**config.mk**
```make
export PLATFORM = sky130hd
export DESIGN_NAME = setbit_iter_flat
export DESIGN_NICKNAME = d
export VERILOG_FILES = /design/src/rtl/setbit_iter_if.sv /design/src/rtl/setbit_iter.sv /design/src/flat_wrapper.sv
export SDC_FILE = /design/constraint.sdc
export NUM_CORES = 1
export LEC_CHECK = 0
export CORE_MARGIN = 2
export CORE_UTILIZATION = 49
export DETAILED_ROUTE_END_ITERATION = 12
export PLACE_DENSITY = 0.81
export SYNTH_ARGS = -nofsm -noshare
export SYNTH_HDL_FRONTEND = slang
export SYNTH_SLANG_ARGS = --single-unit
export TNS_END_PERCENT = 10
```
**constraint.sdc**
```tcl
create_clock -name clk -period 2.62 [get_ports clk]
set_input_delay 0.524 -clock clk [delete_from_list [all_inputs] [get_ports clk]]
set_output_delay 0.524 -clock clk [all_outputs]
set_load 0.01 [all_outputs]
```
**src/rtl/setbit_iter_if.sv**
```systemverilog
// Handshake bundle for setbit_iter: vector input channel, per-bit output channel, and completion report.
// slave is the enumerator's view; master is the view of whoever drives it and consumes its beats.
interface setbit_iter_if #(
    parameter int WIDTH = 16
);
    localparam int IDXW = $clog2(WIDTH);
    localparam int CNTW = $clog2(WIDTH + 1);

    logic             in_valid;
    logic             in_ready;
    logic [WIDTH-1:0] in_data;
    logic             out_valid;
    logic             out_ready;
    logic [WIDTH-1:0] out_onehot;
    logic [IDXW-1:0]  out_index;
    logic             out_last;
    logic             done;
    logic [CNTW-1:0]  done_count;

    modport slave (
        input  in_valid, in_data, out_ready,
        output in_ready, out_valid, out_onehot, out_index, out_last, done, done_count
    );

    modport master (
        output in_valid, in_data, out_ready,
        input  in_ready, out_valid, out_onehot, out_index, out_last, done, done_count
    );
endinterface

```
**src/rtl/setbit_iter.sv**
```systemverilog
// Serialises the set bits of a WIDTH-bit vector, LSB first, then reports how many beats were emitted.
// Optional checking logic is enabled by defining SETBIT_ITER_ASSERT_EN.
module setbit_iter #(
    parameter  int WIDTH = 16,
    localparam int IDXW  = $clog2(WIDTH),
    localparam int CNTW  = $clog2(WIDTH + 1)
) (
    input  logic         clk,
    input  logic         rst_n,
    setbit_iter_if.slave bus
);

    typedef enum logic [1:0] {IDLE, RUN, FIN} state_t;

    state_t           state_reg, state_next;
    logic [WIDTH-1:0] rem_reg, rem_next;
    logic [CNTW-1:0]  cnt_reg, cnt_next;
    logic [CNTW-1:0]  done_count_reg, done_count_next;

    logic [WIDTH-1:0] low_bit;
    logic [IDXW-1:0]  low_index;
    logic             is_last;
    logic             accept;
    logic             fire;

    // Bit b of an index is set for every position whose binary index has bit b set.
    function automatic logic [WIDTH-1:0] idx_mask(input int b);
        logic [WIDTH-1:0] m;
        for (int i = 0; i < WIDTH; i++) begin
            m[i] = ((i >> b) & 1) == 1;
        end
        return m;
    endfunction

    assign low_bit = rem_reg & (~rem_reg + WIDTH'(1));
    assign is_last = (rem_reg & (rem_reg - WIDTH'(1))) == '0;
    assign accept  = (state_reg == IDLE) && bus.in_valid;
    assign fire    = (state_reg == RUN) && bus.out_ready;

    genvar gi;
    generate
        for (gi = 0; gi < IDXW; gi++) begin : g_index
            localparam logic [WIDTH-1:0] MASK = idx_mask(gi);
            assign low_index[gi] = |(low_bit & MASK);
        end
    endgenerate

    always_ff @(posedge clk or negedge rst_n) begin
        if (!rst_n) begin
            state_reg      <= IDLE;
            rem_reg        <= '0;
            cnt_reg        <= '0;
            done_count_reg <= '0;
        end else begin
            state_reg      <= state_next;
            rem_reg        <= rem_next;
            cnt_reg        <= cnt_next;
            done_count_reg <= done_count_next;
        end
    end

    // done_count is loaded on entry to FIN so the value is already visible during the done pulse.
    always_comb begin
        state_next      = state_reg;
        rem_next        = rem_reg;
        cnt_next        = cnt_reg;
        done_count_next = done_count_reg;
        case (state_reg)
            IDLE: begin
                if (accept) begin
                    rem_next = bus.in_data;
                    cnt_next = '0;
                    if (bus.in_data == '0) begin
                        state_next      = FIN;
                        done_count_next = '0;
                    end else begin
                        state_next = RUN;
                    end
                end
            end
            RUN: begin
                if (fire) begin
                    rem_next = rem_reg & ~low_bit;
                    cnt_next = cnt_reg + CNTW'(1);
                    if (is_last) begin
                        state_next      = FIN;
                        done_count_next = cnt_reg + CNTW'(1);
                    end
                end
            end
            FIN: begin
                state_next = IDLE;
            end
            default: begin
                state_next = IDLE;
            end
        endcase
    end

    always_comb begin
        bus.in_ready   = 1'b0;
        bus.out_valid  = 1'b0;
        bus.out_onehot = '0;
        bus.out_index  = '0;
        bus.out_last   = 1'b0;
        bus.done       = 1'b0;
        case (state_reg)
            IDLE: bus.in_ready = 1'b1;
            RUN: begin
                bus.out_valid  = 1'b1;
                bus.out_onehot = low_bit;
                bus.out_index  = low_index;
                bus.out_last   = is_last;
            end
            FIN:     bus.done = 1'b1;
            default: bus.in_ready = 1'b0;
        endcase
    end

    assign bus.done_count = done_count_reg;

`ifdef SETBIT_ITER_ASSERT_EN
    logic [WIDTH-1:0] shadow_reg;

    always_ff @(posedge clk or negedge rst_n) begin
        if (!rst_n) begin
            shadow_reg <= '0;
        end else if (accept) begin
            shadow_reg <= bus.in_data;
        end
    end

    always @(posedge clk) begin
        if (rst_n) begin
            if (bus.out_valid) begin
                assert ($onehot(bus.out_onehot));
                assert (bus.out_onehot == (WIDTH'(1) << bus.out_index));
                assert (!$isunknown(rem_reg));
            end
            if (bus.done) begin
                assert (bus.done_count == CNTW'($countones(shadow_reg)));
            end
        end
    end
`else
    // Functional build: no shadow capture and no runtime checks.
`endif

endmodule

```
**src/flat_wrapper.sv**
```systemverilog
// flat-port wrapper written by rule: the top's interface ports become plain ports
module setbit_iter_flat 
#(
    parameter  int WIDTH = 16,
    localparam int IDXW  = $clog2(WIDTH),
    localparam int CNTW  = $clog2(WIDTH + 1)
)
  (clk, rst_n, bus_in_valid, bus_in_data, bus_out_ready, bus_in_ready, bus_out_valid, bus_out_onehot, bus_out_index, bus_out_last, bus_done, bus_done_count);
  setbit_iter_if #(.WIDTH(WIDTH)) bus_i ();
  input  logic clk;
  input  logic rst_n;
  input wire logic [$bits(bus_i.in_valid)-1:0] bus_in_valid;
  input wire logic [$bits(bus_i.in_data)-1:0] bus_in_data;
  input wire logic [$bits(bus_i.out_ready)-1:0] bus_out_ready;
  output wire logic [$bits(bus_i.in_ready)-1:0] bus_in_ready;
  output wire logic [$bits(bus_i.out_valid)-1:0] bus_out_valid;
  output wire logic [$bits(bus_i.out_onehot)-1:0] bus_out_onehot;
  output wire logic [$bits(bus_i.out_index)-1:0] bus_out_index;
  output wire logic [$bits(bus_i.out_last)-1:0] bus_out_last;
  output wire logic [$bits(bus_i.done)-1:0] bus_done;
  output wire logic [$bits(bus_i.done_count)-1:0] bus_done_count;
  assign bus_i.in_valid = bus_in_valid;
  assign bus_i.in_data = bus_in_data;
  assign bus_i.out_ready = bus_out_ready;
  assign bus_in_ready = bus_i.in_ready;
  assign bus_out_valid = bus_i.out_valid;
  assign bus_out_onehot = bus_i.out_onehot;
  assign bus_out_index = bus_i.out_index;
  assign bus_out_last = bus_i.out_last;
  assign bus_done = bus_i.done;
  assign bus_done_count = bus_i.done_count;
  setbit_iter #(.WIDTH(WIDTH)) u_core (.clk(clk), .rst_n(rst_n), .bus(bus_i));
endmodule
```
==> flow_summary_export.csv <==
group,metric,value,unit
floorplanning,start_util,51.0,%
cells_and_area,fin_nets,330,
synth,synth_edf_count,0,
routing,wirelength,5980,um
power,pwr-share-seq,17.9,%
floorplanning,io_pins,49,
worst_setup_path,worst-path-buf-inv,1,
floorplanning,core,0.00363,mm^2
min_path,holdCritPathClass,"reg -> reg",
floorplanning,die-width,65.5,um
synth,postSynthCellCount,227,
synth,netlist_area,0.00185,mm^2
synth,synth_top_area_share,37.8,%
worst_setup_path,crit_path_max_fanout,2,
synth,synthTopCellsByArea,"dfrtp_1 (38%), o21ai_0 (7.6%), nand2_1 (5.1%), a21oi_1 (4.6%), nor3_1 (4.3%)",
synth,ys.flop_type,"dfrtp_1",
cts,clkSinkCount,28,
power,ir_drop,0.806,mV
worst_setup_path,worstSetupStartpointType,"flop",
synth,synth-seq-area-share,37.8,%
placed_design,pre_cts_ws,-0.306,ns
global_routing,grt_pass1_wl,9520,um
timing,slew_viol_final,0,
cells_and_area,utilization,75.3,%
global_routing,grt_antenna_before_repair,0,
cells_and_area,num_antenna_cells,0,
cts,cts_max_path_buffers,2,
timing,layout_setup_ws,-0.168,ns
power,p_leak,1.22,nW
routing,initialDrtViolationCount,224,
cts,cts_tree,"done",
placed_design,dp_cells,346,
power,powerDensity,1620,mW/mm^2
cells_and_area,design_area,0.00274,mm^2
timing,tns,-0.585,ns
worst_setup_path,critPathTopFamily,"simple AND/OR/NAND/NOR gates",
cts,root_buffer,"clkbuf_8",
global_routing,grt_pass1_vias,2047,
cells_and_area,layout-drive-gt1-share,25.6,%
power,pwr-share-clk,7.8,%
worst_setup_path,arrival,2.26,ns
worst_setup_path,max_stage_delay,0.56,ns
timing,grt_setup_unrepaired,"yes",
synth,synthArstFlopShare,100,%
timing,relSlewSlack,63.9,%
cells_and_area,largest_register_ffs,16,
placed_design,place_congestion,0.913,
routing,vias,2251,
power,total_power,4.42,mW
timing,hold_viol,0,
timing,skew,0.00830,ns
synth,yosysWarnings,0,
worst_setup_path,cp_slowest_cell,"or4_4",
timing,max_freq,0.359,GHz
placed_design,portBuffers,48,
timing,tightest_slew,0.537,ns
synth,yosysUniqueCellTypes,44,
floorplanning,dieArea,0.00429,mm^2
timing,whs,0.514,ns
global_routing,grt_max_degree,29,
worst_setup_path,path_class,"reg -> out",
synth,syn-mean-instance-area,8.16,um^2
cts,cts.clk_slew.worst_paths,0.09,ns
cts,hold_buffers,0,
cts,numCtsBuffers,3,
floorplanning,row_count,22,
placed_design,hpwl,4160,um
cells_and_area,fin_cells,356,
cells_and_area,areaGrowthSynthToFinish,47.7,%
timing,finalCritPeriodShare,106,%
synth,syn_nets,248,
cts,insertion_delay,0.28,ns
routing,ant_nets,0,
power,internal_power,2.40,mW
timing,final-setup-viol-count,6,
synth,synthTopCellsByCount,"dfrtp_1 (28), o21ai_0 (28), nand2_1 (25)",
synth,synth-seq-cells,28,
routing,routed_via_density,6.32,
power,combPwrFrac,74.3,%
routing,drc,0,
timing,finalCriticalPeriod,2.79,ns
status,status,"complete, but fails checks",
cts,h-tree-depth,1,
global_routing,grt_overflow,0,
floorplanning,die_height,65.5,um
global_routing,grt_usage,28.5,%
power,swShare,45.7,%
worst_setup_path,cp.required,2.10,ns
status,violations,"setup timing",
synth,synth.largest_area_cell,"dfrtp_1",
power,switching_power,2.02,mW
routing,wl_per_cell,16.8,um
worst_setup_path,path_cells,"or4_4, maj3_2, o31ai_2, and3_4, nand3_4, nor2_2, buf_2",
worst_setup_path,endpoint_kind,"output port",
placed_design,placed_area,0.00262,mm^2
run,maxCapViolations,0,
routing,first_pass_iters,5,
-- power groups by stage --
stage	combinational (mW)	clock [mW]	sequential [mW]
after floorplan	1.62	0	0.794
after global placement	2.90	0	0.775
after detailed placement	2.95	0	0.786
after CTS	3.00	0.349	0.785
after global routing	3.52	0.360	0.815
final	3.29	0.346	0.791
-- layout make-up --
class                           instances  area, um^2
Multi-Input combinational cell        172        1100
Fill cell                             299         898
Timing Repair Buffer                   93         762
Sequential cell                        28         701
Tap cell                               48        60.1
Clock buffer                            3        41.3
Inverter                               11        41.3
Clock inverter                          1        30.0
-- per-layer routing --
layer | up-vias | routed length (um) | track usage (%)
met1 | 1034 | 2260 | 36.4
met2 | 168 | 2780 | 48.2
met5 | - | 0 | 0
li1 | 1003 | - | -
met4 | 0 | 290 | 11.2
met3 | 46 | 643 | 4.62
-- worst paths after layout --
kind / start / to / slack (ns) / cells after the start
max: u_core.rem_reg[3]$_DFFE_PN0P_ / bus_out_last / -0.17 / 7
min: u_core.cnt_reg[4]$_DFFE_PN0P_ / u_core.cnt_reg[4]$_DFFE_PN0P_ / 0.51 / 2
max reg2reg: u_core.rem_reg[3]$_DFFE_PN0P_ / u_core.bus.done_count[2]$_DFFE_PN0P_ / 0.34 / 9
min reg2reg: u_core.cnt_reg[4]$_DFFE_PN0P_ / u_core.cnt_reg[4]$_DFFE_PN0P_ / 0.51 / 2
max in group asynchronous: rst_n / u_core.rem_reg[3]$_DFFE_PN0P_ / 1.73 / 2
min in group asynchronous: rst_n / u_core.rem_reg[7]$_DFFE_PN0P_ / 0.62 / 2
-- kinds of logic (layout without fill, tap and decap cells) --
group | count (synthesis) | after routing | synth area share, %
AOI/OAI and AO/OA | 79 | 79 | 27.7
xor gates and xnor gates | 3 | 3 | 1.42
adders and majority gates | 3 | 3 | 1.82
buffers and inverters | 27 | 108 | 6.01
DFF | 28 | 28 | 37.8
and+or+nand+nor | 87 | 87 | 25.2
-- cells in the final DEF (no fill, tap or decap), types with 2 or more instances in the layout --
master / instances
a21o_1: 4
a21oi_1: 16
a22o_1: 6
a31o_1: 5
a31oi_1: 2
a32o_1: 5
and3_1: 3
buf_2: 7
buf_4: 43
buf_6: 2
clkbuf_2: 5
clkbuf_8: 3
clkdlybuf4s50_1: 30
dfrtp_1: 28
dlygate4sd2_1: 4
inv_1: 11
nand2_1: 23
nand2_2: 2
nand3_1: 3
nand3_4: 2
nand4_1: 2
nor2_1: 12
nor3_1: 15
nor4_1: 8
nor4_2: 2
o21a_1: 2
o21ai_0: 27
o21ai_1: 2
o31ai_1: 2
o32a_1: 2
xor2_1: 2
-- what timing repair did --
| item | CTS | global route |
|---|---|---|
| setup buffers | 4 | 2 |
| gates resized for setup | 44 | 27 |
| pin swaps | 4 | 2 |
| endpoints found under the setup margin | 20 | 14 |
-- worst reg2reg max path, cell delays in order, from the launching register on --
cell and delay, ns:
dfrtp_1 0.40, buf_4 0.16, nor4_4 0.37, buf_4 0.18
nand4_1 0.16, buf_4 0.20, a21o_1 0.21, nor3_1 0.26
a32o_1 0.21, a31o_1 0.10
(Power assumes the default switching activity.)
